--- config.mk ---
export PLATFORM = sky130hd
export DESIGN_NAME = preif_stage
export DESIGN_NICKNAME = d
export VERILOG_FILES = /design/src/rtl/preif_stage_pkg.sv /design/src/rtl/pfs_redirect_buf.sv /design/src/rtl/preif_stage.sv
export SDC_FILE = /design/constraint.sdc
export NUM_CORES = 1
export LEC_CHECK = 0
export ABC_CLOCK_PERIOD_IN_PS = 2990
export BUFFER_PORTS_ARGS = -buffer_cell sky130_fd_sc_hd__buf_2
export CAP_MARGIN = 20
export CORE_AREA = 2 2 158 160
export DETAILED_ROUTE_END_ITERATION = 16
export DIE_AREA = 0 0 160 162
export PLACE_DENSITY = 0.59
export SYNTH_ARGS = -nofsm -noshare
export SYNTH_HDL_FRONTEND = slang
export SYNTH_SLANG_ARGS = --single-unit
--- constraint.sdc ---
create_clock -name clk -period 2.99 [get_ports clk]
set_clock_uncertainty 0.2 [all_clocks]
set_input_delay 0.598 -clock clk [delete_from_list [all_inputs] [get_ports clk]]
set_output_delay 0.598 -clock clk [all_outputs]
set_load 0.005 [all_outputs]
--- src/rtl/preif_stage_pkg.sv ---
// Shared definitions for the pre-IF fetch stage: bus widths, field offsets,
// state encodings and the default reset PC.
package preif_stage_pkg;

    localparam int PFS_TO_FS_BUS_WD = 65;
    localparam int BR_BUS_WD        = 33;

    // pfs_to_fs_bus = {adef, inst[31:0], pc[31:0]}
    localparam int FS_PC_LSB   = 0;
    localparam int FS_INST_LSB = 32;
    localparam int FS_ADEF_BIT = 64;

    // br_bus = {br_taken, br_target[31:0]}
    localparam int BR_TARGET_LSB = 0;
    localparam int BR_TAKEN_BIT  = 32;

    localparam logic [1:0] PFS_REQ  = 2'd0;
    localparam logic [1:0] PFS_WAIT = 2'd1;
    localparam logic [1:0] PFS_HOLD = 2'd2;

    localparam logic [31:0] DEFAULT_RESET_PC = 32'h1c00_0000;

    typedef struct packed {
        logic        adef;
        logic [31:0] inst;
        logic [31:0] pc;
    } pfs_to_fs_t;

    typedef struct packed {
        logic        taken;
        logic [31:0] target;
    } br_t;

    function automatic logic pc_misaligned(input logic [31:0] pc);
        return pc[1:0] != 2'b00;
    endfunction

endpackage

--- src/rtl/pfs_redirect_buf.sv ---
// Redirect bookkeeping for the pre-IF stage: merges the redirect sources of
// the current cycle by priority and remembers a redirect that arrived while a
// bus transaction was in flight (pending target + discard flag).
module pfs_redirect_buf
    import preif_stage_pkg::*;
(
    input  logic                 clk,
    input  logic                 reset,
    input  logic [BR_BUS_WD-1:0] br_bus,
    input  logic                 wb_exc,
    input  logic                 wb_ertn,
    input  logic [31:0]          exc_entry,
    input  logic [31:0]          exc_retaddr,
    input  logic                 record,      // redirect must wait for the in-flight response
    input  logic                 consume,     // in-flight response has returned this cycle
    output logic                 redir_now,
    output logic [31:0]          sel_target,  // target to load into pc when redirecting/dropping
    output logic                 discard
);

    br_t         br;
    logic        cur_wb;
    logic [31:0] cur_target;
    logic        take_cur;
    logic        pend_valid;
    logic        pend_wb;
    logic [31:0] pend_target;

    // A branch seen after a WB flush is stale and must not replace the WB target.
    always_comb begin
        br         = br_t'(br_bus);
        cur_wb     = wb_exc | wb_ertn;
        redir_now  = cur_wb | br.taken;
        cur_target = wb_exc  ? exc_entry   :
                     wb_ertn ? exc_retaddr : br.target;
        take_cur   = redir_now && (!pend_valid || cur_wb || !pend_wb);
        sel_target = take_cur ? cur_target : pend_target;
    end

    // Pending redirect and discard flag; cleared when the dropped response returns.
    always_ff @(posedge clk) begin
        if (reset) begin
            pend_valid  <= 1'b0;
            pend_wb     <= 1'b0;
            pend_target <= 32'h0;
            discard     <= 1'b0;
        end else if (consume) begin
            pend_valid <= 1'b0;
            discard    <= 1'b0;
        end else if (record) begin
            pend_valid <= 1'b1;
            discard    <= 1'b1;
            if (take_cur) begin
                pend_target <= cur_target;
                pend_wb     <= cur_wb;
            end
        end
    end

endmodule

--- src/rtl/preif_stage.sv ---
// Pre-IF fetch stage: owns the fetch PC, issues one instruction request at a
// time on the SRAM-like bus and hands {adef, inst, pc} to IF via a one-entry
// buffer. Optional performance counters are enabled with PFS_PERF_CNT_EN.
module preif_stage
    import preif_stage_pkg::*;
#(
    parameter logic [31:0] RESET_PC = DEFAULT_RESET_PC
) (
    input  logic                        clk,
    input  logic                        reset,
    input  logic                        fs_allowin,
    output logic                        pfs_to_fs_valid,
    output logic [PFS_TO_FS_BUS_WD-1:0] pfs_to_fs_bus,
    input  logic [BR_BUS_WD-1:0]        br_bus,
    input  logic                        wb_exc,
    input  logic                        wb_ertn,
    input  logic [31:0]                 exc_entry,
    input  logic [31:0]                 exc_retaddr,
    output logic                        inst_sram_req,
    output logic                        inst_sram_wr,
    output logic [1:0]                  inst_sram_size,
    output logic [3:0]                  inst_sram_wstrb,
    output logic [31:0]                 inst_sram_addr,
    output logic [31:0]                 inst_sram_wdata,
    input  logic                        inst_sram_addr_ok,
    input  logic                        inst_sram_data_ok,
    input  logic [31:0]                 inst_sram_rdata,
    output logic [31:0]                 perf_fetch_cnt,
    output logic [31:0]                 perf_discard_cnt
);

    logic [1:0]  state;
    logic [31:0] pc;
    logic        run;        // low for the cycle right after reset so req starts low
    logic        fs_valid;
    pfs_to_fs_t  fs_buf;

    logic        bus_req;
    logic        resp_in;
    logic        resp_drop;
    logic        fetch_load;
    logic        record;
    logic        redir_now;
    logic [31:0] sel_target;
    logic        discard;

    pfs_redirect_buf u_redir (
        .clk         (clk),
        .reset       (reset),
        .br_bus      (br_bus),
        .wb_exc      (wb_exc),
        .wb_ertn     (wb_ertn),
        .exc_entry   (exc_entry),
        .exc_retaddr (exc_retaddr),
        .record      (record),
        .consume     (resp_in),
        .redir_now   (redir_now),
        .sel_target  (sel_target),
        .discard     (discard)
    );

    // Bus request and response classification; a redirect with data_ok drops that data.
    always_comb begin
        bus_req    = run && (state == PFS_REQ) && !pc_misaligned(pc);
        resp_in    = (state == PFS_WAIT) && inst_sram_data_ok;
        resp_drop  = resp_in && (discard || redir_now);
        fetch_load = resp_in && !(discard || redir_now);
        record     = redir_now && (bus_req || ((state == PFS_WAIT) && !inst_sram_data_ok));
    end

    assign inst_sram_req   = bus_req;
    assign inst_sram_addr  = pc;
    assign inst_sram_wr    = 1'b0;
    assign inst_sram_size  = 2'b10;
    assign inst_sram_wstrb = 4'h0;
    assign inst_sram_wdata = 32'h0;

    assign pfs_to_fs_valid = fs_valid;
    assign pfs_to_fs_bus   = fs_buf;

    // Fetch FSM: REQ issues (or raises ADEF), WAIT collects, HOLD hands to IF.
    always_ff @(posedge clk) begin
        if (reset) begin
            state    <= PFS_REQ;
            pc       <= RESET_PC;
            run      <= 1'b0;
            fs_valid <= 1'b0;
            fs_buf   <= '0;
        end else begin
            run <= 1'b1;
            case (state)
                PFS_REQ: begin
                    if (!bus_req) begin
                        if (redir_now) begin
                            pc <= sel_target;
                        end else if (pc_misaligned(pc)) begin
                            fs_valid <= 1'b1;
                            fs_buf   <= '{adef: 1'b1, inst: 32'h0, pc: pc};
                            state    <= PFS_HOLD;
                        end
                    end else if (inst_sram_addr_ok) begin
                        state <= PFS_WAIT;
                    end
                end
                PFS_WAIT: begin
                    if (resp_drop) begin
                        pc    <= sel_target;
                        state <= PFS_REQ;
                    end else if (fetch_load) begin
                        fs_valid <= 1'b1;
                        fs_buf   <= '{adef: 1'b0, inst: inst_sram_rdata, pc: pc};
                        state    <= PFS_HOLD;
                    end
                end
                PFS_HOLD: begin
                    if (redir_now) begin
                        fs_valid <= 1'b0;
                        pc       <= sel_target;
                        state    <= PFS_REQ;
                    end else if (fs_allowin) begin
                        fs_valid <= 1'b0;
                        pc       <= pc + 32'd4;
                        state    <= PFS_REQ;
                    end
                end
                default: state <= PFS_REQ;
            endcase
        end
    end

`ifdef PFS_PERF_CNT_EN
    logic [31:0] fetch_cnt;
    logic [31:0] discard_cnt;

    // Count buffer loads from the bus and dropped responses; both wrap.
    always_ff @(posedge clk) begin
        if (reset) begin
            fetch_cnt   <= 32'h0;
            discard_cnt <= 32'h0;
        end else begin
            if (fetch_load) fetch_cnt   <= fetch_cnt + 32'd1;
            if (resp_drop)  discard_cnt <= discard_cnt + 32'd1;
        end
    end

    assign perf_fetch_cnt   = fetch_cnt;
    assign perf_discard_cnt = discard_cnt;
`else
    assign perf_fetch_cnt   = 32'h0;
    assign perf_discard_cnt = 32'h0;
`endif

endmodule

==> results.cfg <==
[power]
p_leak_nw = 3.96
cellPowerDensity_mw_per_mm2 = 580
power_w = 0.00521
vdd_ir_drop_max_uv = 338

[setup_path]
crit_type = flip-flop to flip-flop
slowest_delay_ns = 0.52
cp-end-kind = flip-flop
path_cells = nand3_1 -> buf_4 -> or4_1 -> or4_1 -> a2bb2oi_1 -> and3_1
crit_arrival_ns = 2.76
r2r_slack_ns = 0.40
critPathLaunchType = flip-flop
path_common_cell = or4_1
required_ns = 3.16
r2r-start = inst_sram_addr[6]$_SDFFE_PP0P_
reg2regPathDepth = 6
crit_fanout = 9
reg2reg_to = inst_sram_addr[30]$_SDFFE_PP0P_
slowest_stage = or4_1

[floorplan]
ios = 338
dieArea_mm2 = 0.0259
rows = 57
die_w_um = 160
core_area_mm2 = 0.0241
initial_utilization_pct = 29.5
die_y_um = 162

[sta]
tightest_slew_ns = 1.05
relSlewSlack_pct = 29.4
setup_violations = 0
maxSlewViolCount = 0
fin_setup_tns_ns = 0
layout_min_cycle_time_ns = 2.59
rsz0062_at_grt = false
timing.final.crit_share_pct = 86.7
fmax_ghz = 0.386
finalHoldViolCount = 0
worst_slack_ns = 0.396

[clock_tree]
cts_resized = 0
clockBufferDepth = 2
clkLatencyLatePin_ns = 0.43
cts_htree_levels = 4
cts_sinks = 135
cts_tree = yes
hold_buffers = 0
ctsRootBufferMaster = clkbuf_16
numCtsBuffers = 17
post_cts.repair.setup_buffers = 0
path_clk_slew_ns = 0.07

[route]
final_antenna_net_count = 0
dr.pass1.iters = 6
drc_errors = 0
routed_wl_um = 24400
dr_total_vias = 7140
routedWlPerCell_um = 17.0
viasPerCell = 4.97
first_iter_violations = 469

[yosys]
netlist_instances = 876
synth.area.top_cells = dfxtp_1, buf_4, nand2_1
yosysTopAreaCell = dfxtp_1
netlist_area_mm2 = 0.00712
synth_top_area_share_pct = 37.9
synth-seq-cells = 135
synth_flop_cell = dfxtp_1
yosysWarnings = 0
synth.distinct_cells = 65
synthArstFlopShare_pct = 0
avgSynthCellArea_um2 = 8.13
synth_enable_flop_cells = 0
ys_seq_area_share_pct = 37.9

[place]
gp_congestion = 0.949
hpwlAfterDp_um = 18100
pre_cts_ws_ns = 0.223
portBuffers = 234
placedCellCount = 1406

[grt]
grt_pass1_wl_um = 37100
grt_util_all_layers_pct = 18.1
antenna_found_initial = 1
first_global_vias = 6487
grt_max_degree = 67
grt_overflow = 0

[cells_and_area]
layoutNonFillerInstCount = 1438
fin_nets = 1238
n_antenna_cell = 0
area_delta_synth_final_pct = 26.0
mostFrequentLayoutCell = buf_2
drive_above_1_share_pct = 29.5
mostFrequentLayoutCells = buf_2, dfxtp_1, nand2_1

[outcome]
status = completed

[min_path]
hold_depth = 3
holdCritStartpoint = inst_sram_rdata[4]
min_path_type = input pin to flip-flop
min_to = pfs_to_fs_bus[36]$_SDFFE_PP0P_

[job]
maxCapViolations = 0
[layer usage]
metal	track usage [%]	wire, um	vias to the layer above
met5	0	11	-
met4	5.69	360	2
met3	3.83	1600	28
met2	29.8	11500	320
met1	23.9	10900	3358
li1	-	-	3432
[worst max-delay path, delay by kind of cell, from the launching register on]
| kind | cells | cell delay (ns) |
|---|---|---|
| AO/OA/AOI/OAI | 1 | 0.24 |
| flip-flops | 1 | 0.48 |
| buffers and inverters | 1 | 0.25 |
| AND/OR/NAND/NOR | 4 | 1.37 |
[report_power, final]
group | internal [W] | switching (W)
clock network | 0.00128 | 0.000959
logic | 0.000378 | 0.000518
registers | 0.00193 | 0.000135
[state kept, by name, indices dropped and copies added (netlist names)]
name,flops
inst_sram_addr,32
pfs_to_fs_valid,1
pfs_to_fs_bus,65
run,1
u_redir.discard,1
u_redir.pend_wb,1
state,2
u_redir.pend_target,32
[final cells by class]
class,count,area [um2]
Fill cell,2565,15100
Multi-Input combinational cell,666,3720
Sequential cell,135,2700
Timing Repair Buffer,275,1510
Clock buffer,17,425
Tap cell,324,405
Clock inverter,15,194
Inverter,6,22.5
[kinds of logic after synthesis]
| family | synth area share (%) |
|---|---|
| multiplexers | 1.88 |
| buffers and inverters | 15.2 |
| AO/OA/AOI/OAI | 25.8 |
| AND/OR/NAND/NOR | 18.9 |
| other | 0.105 |
| flip-flops | 37.9 |
| adder cells (fa/ha/maj) | 0.176 |
[worst max path at each step]
stage / start / endpoint / depth (start not counted)
floorplan: wb_exc / inst_sram_addr[31]$_SDFFE_PP0P_ / 7
global placement: wb_exc / inst_sram_addr[13]$_SDFFE_PP0P_ / 7
detailed placement: wb_exc / inst_sram_addr[13]$_SDFFE_PP0P_ / 7
CTS: inst_sram_addr[6]$_SDFFE_PP0P_ / inst_sram_addr[30]$_SDFFE_PP0P_ / 6
global route: inst_sram_addr[6]$_SDFFE_PP0P_ / inst_sram_addr[30]$_SDFFE_PP0P_ / 6
finish: inst_sram_addr[6]$_SDFFE_PP0P_ / inst_sram_addr[30]$_SDFFE_PP0P_ / 6
[synthesized netlist by cell type, types with 4 or more instances]
cell type  instances
nand3_1           16
o21ai_0           30
and2_1             5
buf_2             13
or3_1              6
buf_4            103
nand2_1          107
a211oi_1          27
or4_1              9
nor3_1            11
nor2_1            88
a221oi_1          13
a21oi_1           68
a22oi_1           34
a221o_1            4
a2bb2oi_1          7
mux2i_1           10
a21o_1             6
a22o_1            19
nor4_1             9
clkbuf_1          50
and3_1             9
a222oi_1           7
inv_1              6
nand4_1            9
dfxtp_1          135
a32o_1             7
[metrics by stage]
stage / hold WS, ns / utilization, % / cell area (um2)
after floorplan: 0.227 / - / 7500
after global placement: 0.235 / 34.7 / 8360
after detailed placement: 0.241 / 34.7 / 8360
after CTS: 0.179 / 37.2 / 8980
after global routing: 0.181 / 37.2 / 8980
final: 0.193 / 37.2 / 8980
No activity file was read; power rests on OpenSTA's default activity.
